### src/rtl/ssd_pkg.sv
// Shared constants for the seven-segment scan driver: symbol codes,
// active-low segment patterns ({g,f,e,d,c,b,a}) and the all-off values.
package ssd_pkg;

    // Symbol codes carried in each 5-bit digit field of the symbol word
    localparam logic [4:0] SYM_C     = 5'd10;
    localparam logic [4:0] SYM_L     = 5'd11;
    localparam logic [4:0] SYM_S     = 5'd12;
    localparam logic [4:0] SYM_D     = 5'd13;
    localparam logic [4:0] SYM_O     = 5'd14;
    localparam logic [4:0] SYM_P     = 5'd15;
    localparam logic [4:0] SYM_E     = 5'd16;
    localparam logic [4:0] SYM_N     = 5'd17;
    localparam logic [4:0] SYM_DASH  = 5'd18;
    localparam logic [4:0] SYM_BLANK = 5'd19;

    // Active-low segment patterns
    localparam logic [6:0] SEG_0     = 7'h40;
    localparam logic [6:0] SEG_1     = 7'h79;
    localparam logic [6:0] SEG_2     = 7'h24;
    localparam logic [6:0] SEG_3     = 7'h30;
    localparam logic [6:0] SEG_4     = 7'h19;
    localparam logic [6:0] SEG_5     = 7'h12;
    localparam logic [6:0] SEG_6     = 7'h02;
    localparam logic [6:0] SEG_7     = 7'h78;
    localparam logic [6:0] SEG_8     = 7'h00;
    localparam logic [6:0] SEG_9     = 7'h10;
    localparam logic [6:0] SEG_C     = 7'h46;
    localparam logic [6:0] SEG_L     = 7'h47;
    localparam logic [6:0] SEG_S     = 7'h12;
    localparam logic [6:0] SEG_D     = 7'h21;
    localparam logic [6:0] SEG_O     = 7'h40;
    localparam logic [6:0] SEG_P     = 7'h0C;
    localparam logic [6:0] SEG_E     = 7'h06;
    localparam logic [6:0] SEG_N     = 7'h2B;
    localparam logic [6:0] SEG_DASH  = 7'h3F;

    localparam logic [6:0] SEG_OFF   = 7'h7F;
    localparam logic [3:0] AN_OFF    = 4'hF;

endpackage

### src/rtl/ssd_sym_decode.sv
// Combinational symbol-code to active-low segment pattern decoder.
// Unassigned codes (20..31) fall through to blank.
module ssd_sym_decode
    import ssd_pkg::*;
(
    input  logic [4:0] i_code,
    output logic [6:0] o_seg
);

    // Table lookup, blank by default
    always_comb begin
        o_seg = SEG_OFF;
        case (i_code)
            5'd0:      o_seg = SEG_0;
            5'd1:      o_seg = SEG_1;
            5'd2:      o_seg = SEG_2;
            5'd3:      o_seg = SEG_3;
            5'd4:      o_seg = SEG_4;
            5'd5:      o_seg = SEG_5;
            5'd6:      o_seg = SEG_6;
            5'd7:      o_seg = SEG_7;
            5'd8:      o_seg = SEG_8;
            5'd9:      o_seg = SEG_9;
            SYM_C:     o_seg = SEG_C;
            SYM_L:     o_seg = SEG_L;
            SYM_S:     o_seg = SEG_S;
            SYM_D:     o_seg = SEG_D;
            SYM_O:     o_seg = SEG_O;
            SYM_P:     o_seg = SEG_P;
            SYM_E:     o_seg = SEG_E;
            SYM_N:     o_seg = SEG_N;
            SYM_DASH:  o_seg = SEG_DASH;
            default:   o_seg = SEG_OFF;
        endcase
    end

endmodule

### src/rtl/ssd_scan_driver.sv
// Four-digit common-anode scan driver. Each digit gets a slot of
// DIGIT_TICKS cycles whose first DEAD_CYC cycles keep all anodes off to
// stop ghosting. The symbol word and blink mask are latched into shadow
// registers only at frame boundaries so a frame never mixes old and new.
module ssd_scan_driver
    import ssd_pkg::*;
#(
    parameter int DIGIT_TICKS = 50_000,
    parameter int DEAD_CYC    = 2,
    parameter int BLINK_HALF  = 25_000_000
)(
    input  logic        clk,
    input  logic        rst,
    input  logic [19:0] sym_in,
    input  logic [3:0]  blink_mask,
    input  logic        blink_sync,
    output logic [3:0]  an,
    output logic [6:0]  seg,
    output logic        frame_tick
);

    localparam int TICK_W  = (DIGIT_TICKS > 1) ? $clog2(DIGIT_TICKS) : 1;
    localparam int DEAD_W  = (DEAD_CYC > 0) ? $clog2(DEAD_CYC + 1) : 1;
    localparam int BLINK_W = (BLINK_HALF > 1) ? $clog2(BLINK_HALF) : 1;

    logic [TICK_W-1:0]  r_tick_cnt;
    logic [1:0]         r_idx;
    logic [DEAD_W-1:0]  r_dead_cnt;
    logic [BLINK_W-1:0] r_blink_cnt;
    logic               r_phase;
    logic [3:0][4:0]    r_shadow_sym;
    logic [3:0]         r_shadow_mask;
    logic               r_cap_pend;

    logic               w_tick_last;
    logic               w_blink_last;
    logic               w_capture;
    logic [6:0]         w_dec_seg;

    assign w_tick_last  = (r_tick_cnt == TICK_W'(DIGIT_TICKS - 1));
    assign w_blink_last = (r_blink_cnt == BLINK_W'(BLINK_HALF - 1));
    // Capture on the 3->0 wrap, or once right after reset so the display
    // does not sit on blanks for a whole frame.
    assign w_capture    = r_cap_pend | (w_tick_last & (r_idx == 2'd3));

    ssd_sym_decode u_dec (
        .i_code (r_shadow_sym[r_idx]),
        .o_seg  (w_dec_seg)
    );

    // Slot timing: tick counter, digit index and dead-time counter
    always_ff @(posedge clk or posedge rst) begin
        if (rst) begin
            r_tick_cnt <= '0;
            r_idx      <= 2'd0;
            r_dead_cnt <= DEAD_W'(DEAD_CYC);
        end else if (w_tick_last) begin
            r_tick_cnt <= '0;
            r_idx      <= r_idx + 2'd1;
            r_dead_cnt <= DEAD_W'(DEAD_CYC);
        end else begin
            r_tick_cnt <= r_tick_cnt + TICK_W'(1);
            if (r_dead_cnt != '0)
                r_dead_cnt <= r_dead_cnt - DEAD_W'(1);
        end
    end

    // Blink half-period counter; sync wins over a coincident wrap
    always_ff @(posedge clk or posedge rst) begin
        if (rst) begin
            r_blink_cnt <= '0;
            r_phase     <= 1'b0;
        end else if (blink_sync) begin
            r_blink_cnt <= '0;
            r_phase     <= 1'b0;
        end else if (w_blink_last) begin
            r_blink_cnt <= '0;
            r_phase     <= ~r_phase;
        end else begin
            r_blink_cnt <= r_blink_cnt + BLINK_W'(1);
        end
    end

    // Frame-synchronous shadow capture of symbols and blink mask
    always_ff @(posedge clk or posedge rst) begin
        if (rst) begin
            r_shadow_sym  <= {4{SYM_BLANK}};
            r_shadow_mask <= 4'h0;
            r_cap_pend    <= 1'b1;
            frame_tick    <= 1'b0;
        end else begin
            frame_tick <= w_capture;
            r_cap_pend <= 1'b0;
            if (w_capture) begin
                r_shadow_sym  <= sym_in;
                r_shadow_mask <= blink_mask;
            end
        end
    end

    // Registered anode/segment drive
    always_ff @(posedge clk or posedge rst) begin
        if (rst) begin
            an  <= AN_OFF;
            seg <= SEG_OFF;
        end else if (r_dead_cnt != '0) begin
            an  <= AN_OFF;
            seg <= SEG_OFF;
        end else begin
            an  <= ~(4'b0001 << r_idx);
            seg <= (r_shadow_mask[r_idx] & r_phase) ? SEG_OFF : w_dec_seg;
        end
    end

endmodule

### config.mk
export PLATFORM = sky130hd
export DESIGN_NAME = ssd_scan_driver
export DESIGN_NICKNAME = d
export VERILOG_FILES = /design/src/rtl/ssd_pkg.sv /design/src/rtl/ssd_sym_decode.sv /design/src/rtl/ssd_scan_driver.sv
export SDC_FILE = /design/constraint.sdc
export NUM_CORES = 1
export LEC_CHECK = 0
export CAP_MARGIN = 20
export CORE_UTILIZATION = 62
export DETAILED_ROUTE_END_ITERATION = 10
export GPL_TIMING_DRIVEN = 0
export PLACE_DENSITY = 0.85
export REMOVE_ABC_BUFFERS = 1
export SLEW_MARGIN = 20
export SYNTH_ARGS = -nofsm -noshare
export SYNTH_HDL_FRONTEND = slang
export SYNTH_HIERARCHICAL = 1
export SYNTH_SLANG_ARGS = --single-unit
### constraint.sdc
create_clock -name clk -period 9.95 [get_ports clk]
set_clock_uncertainty 0.2 [all_clocks]
set_input_delay 2.985 -clock clk [delete_from_list [all_inputs] [get_ports clk]]
set_output_delay 2.985 -clock clk [all_outputs]
set_load 0.03 [all_outputs]
Word-level counts from Yosys, hierarchy flattened --
Memory sizes are Yosys's and may differ from the RTL's. Cells that the tools add are included.
Word-level totals: output and inout port bits 12, bits in read-only memories 224, input bits 27, word-level logic and storage cells 46, register bits after elaboration 83, memories 1
Memories:
- (name not given) | words 32, bits a word 7, read ports 1, clocked after memory_dff 0, wr ports 0, line ssd_sym_decode.sv:13 | case (i_code)
Operators by class: magnitude comparators 1, muxes and demuxes 14, reductions and logical operators 3, bitwise gates (word level) 5, shifts and indexed selects 1, equality and inequality tests 3, $add $sub $neg 4
Operators with widths (count):
- 25-bit two-way mux | 2
- 25-bit by 1-bit adder with 25-bit output, second input constant | 1
- 25-bit equality test, second input constant | 1
- 16-bit by 1-bit adder with 16-bit output, second input constant | 1
- 16-bit equality test, second input constant | 1
- 16-bit two-way mux | 1
- 7-bit two-way mux | 2
- 5-bit binary-select mux with 2-bit select | 1
- 2-bit nonzero test | 3
- 5-bit two-way mux | 1
- 2-bit two-way mux | 2
- 4-bit two-way mux | 1
- 4-bit inverter | 1
- 1-bit by 2-bit left shift with 4-bit output, first input constant | 1
- 2-bit by 3-bit < comparator with 1-bit output, second input constant | 1
- 1-bit two-way mux | 3
- 2-bit by 1-bit adder with 2-bit output, second input constant | 1
- 1-bit AND | 2
- 1-bit binary-select mux with 2-bit select | 1
- 2-bit equality test, second input constant | 1
- 2-bit by 1-bit subtractor with 2-bit output, second input constant | 1
- 1-bit inverter | 1
- 1-bit bitwise OR | 1

Longest topological paths before layout --
depth after elaboration 5, gate-level depth with buffers 8, mapped depth without buffers 7

Cells and area by module --
The synthesis kept the hierarchy.
Modules (own cells, without submodules):
- ssd_scan_driver | area each 3832.4 µm², sequential area each 2108.3 µm², times used 1, cells each 316
- ssd_sym_decode | area each 406.6 µm², sequential area each 0.0 µm², times used 1, cells each 54

Worst setup path after synthesis --
Ideal clock, no wire load.
kind input port to flip-flop, from in blink_sync, to reg r_blink_cnt[3], stages 3, required time 9.618 ns, slack 6.092 ns, arrival time 3.526 ns, buffers on the path 1, library setup time 0.132 ns, cell sequence o21bai_1 -> clkbuf_1 -> nor2_1
On the way: longest elaborated chain between the ends 1
Ends and longest elaborated chain:
- from (decl) | line ssd_scan_driver.sv:16 | input logic blink_sync,
- 25-bit two-way mux | line ssd_scan_driver.sv:73 | end else if (blink_sync) begin
- to (signal assigned) | line ssd_scan_driver.sv:80 | r_blink_cnt <= r_blink_cnt + BLINK_W'(1);
- to (decl) | line ssd_scan_driver.sv:29 | logic [BLINK_W-1:0] r_blink_cnt;
No other way between the ends. A chain may end at the register's enable or synchronous reset.

Worst setup path after layout --
from reg seg[2], to out seg[2]
RTL lines:
- from (decl) | line ssd_scan_driver.sv:18 | output logic [6:0] seg,
- from (signal assigned) | line ssd_scan_driver.sv:111 | seg <= (r_shadow_mask[r_idx] & r_phase) ? SEG_OFF : w_dec_seg;
No word-level cell between the ends.

==> impl_metrics.yaml <==
timing:
  setup_viol: 0
  hold_viol: 0
  worstMarginPinSlew_ns: 0.9057
  grt_setup_unrepaired: "false"
  drv_slew: 0
  max_freq_mhz: 211.4
  fin_crit_ns: 4.730
  slew_headroom_pct: 39.08
  fin_setup_tns_ns: 0
  timing.final.crit_share_pct: 47.53
layout:
  final_layout_size_suffix_gt1_share_pct: 20.82
  final_area_um2: 4872
  multi_input_area_um2: 1983
  fin_nets: 449
  diodes: 0
  area_growth_syn_to_layout_pct: 14.93
  nFillCells: 406
  seqCellArea_um2: 2108
floorplanning:
  core_area_um2: 6459
  fp-row-count: 29
  dieArea_um2: 7172
  die_w_um: 84.69
  fp.dieH_um: 84.69
  boundaryPins: 39
  start_util_pct: 65.63
status:
  violations: "DRC"
  outcome: "complete, but fails checks"
logic_synthesis:
  synth_warnings: 6
  synth_enable_flop_cells: 0
  synth_top_cells_by_count: "58 x dfrtp_1, 27 x nor2_1, 25 x dfstp_2"
  avgSynthCellArea_um2: 11.46
  yosysMostFrequentCell: "dfrtp_1"
  synth-seq-cells: 83
  synth.largest_area_cell: "dfrtp_1"
  async_reset_ff_share_pct: 100.0
  seq_area_frac_synth_pct: 49.73
  synthTopCellsByArea: "dfrtp_1 34%, dfstp_2 15%, mux2_4 7.1%"
  syn_area_um2: 4239
  synth_top_area_share_pct: 34.24
  synth_cells: 370
  yosys_most_used_dff: "dfrtp_1"
  synth_cell_types: 52
flow_run:
  maxCapViolCount: 0
clocking:
  cts_buffer_depth: 2
  cts-resized-gates: 0
  root_buffer: "clkbuf_8"
  cts_tree: "built"
  h-tree-depth: 3
  cts_buffers: 9
  clock_sinks: 83
  cts_setup_buffers: 0
  worstSkewPairLatency_ns: 0.35
  ctsHoldBuffers: 0
  clk_pin_slew_ns: 0.08
grt:
  met2_usage_pct: 40.35
  grt_first_pass_wirelength_um: 13730
  antenna_found_initial: 0
  grtUsageTotal_pct: 24.96
  grt_pass1_vias: 2966
  use_met3_pct: 5.900
  grt_max_degree: 50
  grt.busiest_layer: "met2"
  grt_overflow: 0
  use_met1_pct: 32.07
setup_path:
  worst_ep_required_time_ns: 6.77
  crit_chain: "clkdlybuf4s50_1"
  reg2reg_from: "r_tick_cnt[7]"
  crit_start: "seg[2]"
  end_kind: "primary output"
  path_buf_inv: 1
  crit_slowest_cell: "clkdlybuf4s50_1"
  cp.depth: 1
  crit_family: "buffers and inverters"
  reg2reg_depth: 5
  path_max_fanout: 1
  cp-start-kind: "flip-flop"
  slowest_delay_ns: 0.66
  critPathArrivalTime_ns: 1.54
  critPathKind: "reg -> out"
detailed_routing:
  ant_nets: 0
  firstDrtPassIters: 7
  drc_errors: 2
  num_vias: 2907
  drtIter0Drc: 175
  wl_um: 8150
  wl_per_cell_um: 16.63
  via_per_inst: 5.933
hold_path:
  whs_path_depth: 1
  hp-class: "reg -> reg"
  hold_path.startpoint: "r_tick_cnt[15]"
place:
  dp_hpwl_um: 5628
  gp_congestion: 0.8080
  io_buffers: 38
  place_area_um2: 4701
pwr:
  power.density_nw_per_um2: 141.6
  p_total_mw: 0.6901
  ir_worst_vdd_mv: 0.1116
  leakage_nw: 2.021
## registers in the layout (all words and copies together) (netlist names)
register and count:
frame_tick 1, r_cap_pend 1, r_blink_cnt 25, r_idx 2
r_tick_cnt 16, r_dead_cnt 2, r_shadow_mask 4, an 4
seg 7, r_shadow_sym 20, r_phase 1
## stage by stage
stage / hold slack (ns) / instances / setup WS [ns] / util [%]
floorplan: 0.2461 / 356 / 4.670 / -
global placement: 0.2749 / 471 / 3.457 / 71.54
detailed placement: 0.2878 / 474 / 5.539 / 72.78
CTS: 0.3001 / 490 / 5.204 / 75.44
global route: 0.3168 / 490 / 5.185 / 75.44
finish: 0.2950 / 490 / 5.220 / 75.44
## power breakdown
group          leakage, nW  switching, mW  total [mW]  internal, mW
clock               0.0851          0.119       0.215        0.0962
sequential            1.03        0.00863       0.370         0.361
combinational        0.910         0.0520       0.105        0.0532
## final timing paths
kind                               endpoint  slack (ns)
max                                  seg[2]        5.22
min                          r_tick_cnt[15]        0.30
max reg2reg                r_shadow_sym[12]        7.02
min reg2reg                  r_tick_cnt[15]        0.30
max in group asynchronous             an[3]        6.12
min in group asynchronous   r_blink_cnt[23]        2.79
## kinds of logic after synthesis
group,after synthesis,synth area share [%]
xor+xnor,25,5.165
flops,83,49.73
simple gates,125,16.29
fa+ha+maj,14,4.132
buf+inv,31,3.748
mux,35,12.54
compound gates,56,8.294
other cells,1,0.08846
## worst register-to-register path, stage by stage, from the launching register on
cell and delay, ns:
dfrtp_1 0.44, or4b_1 0.56, nor4_4 0.75, a21oi_4 0.30, buf_16 0.25, mux2_4 0.31
## layer usage
metal	wire length, µm	up-vias	part of all wire, %
li1	-	1387	-
met1	3557	1422	44
met2	4062	76	50
met3	321	22	3.9
met4	208	0	2.6
met5	0	-	0
## placed cells by master (no fill, tap or decap), types with 10 or more instances in the layout
| master | instances |
|---|---|
| dfrtp_1 | 58 |
| clkdlybuf4s50_1 | 38 |
| nor2_1 | 27 |
| dfstp_2 | 25 |
| a21oi_1 | 23 |
| mux2_4 | 20 |
| nand2_1 | 20 |
| nand3_1 | 16 |
| inv_1 | 15 |
| ha_1 | 14 |
| o21ai_0 | 13 |
| xnor2_1 | 13 |
| xor2_1 | 12 |
| nand4_1 | 10 |
| clkbuf_8 | 10 |
## layout make-up
cell class,instances,area share (%)
Clock buffer,11,2.902
Clock inverter,5,0.6163
Inverter,17,1.361
Multi-Input combinational cell,256,40.70
Sequential cell,83,43.27
Tap cell,77,1.977
Timing Repair Buffer,41,9.168
Power figures use the tool's default switching activity.
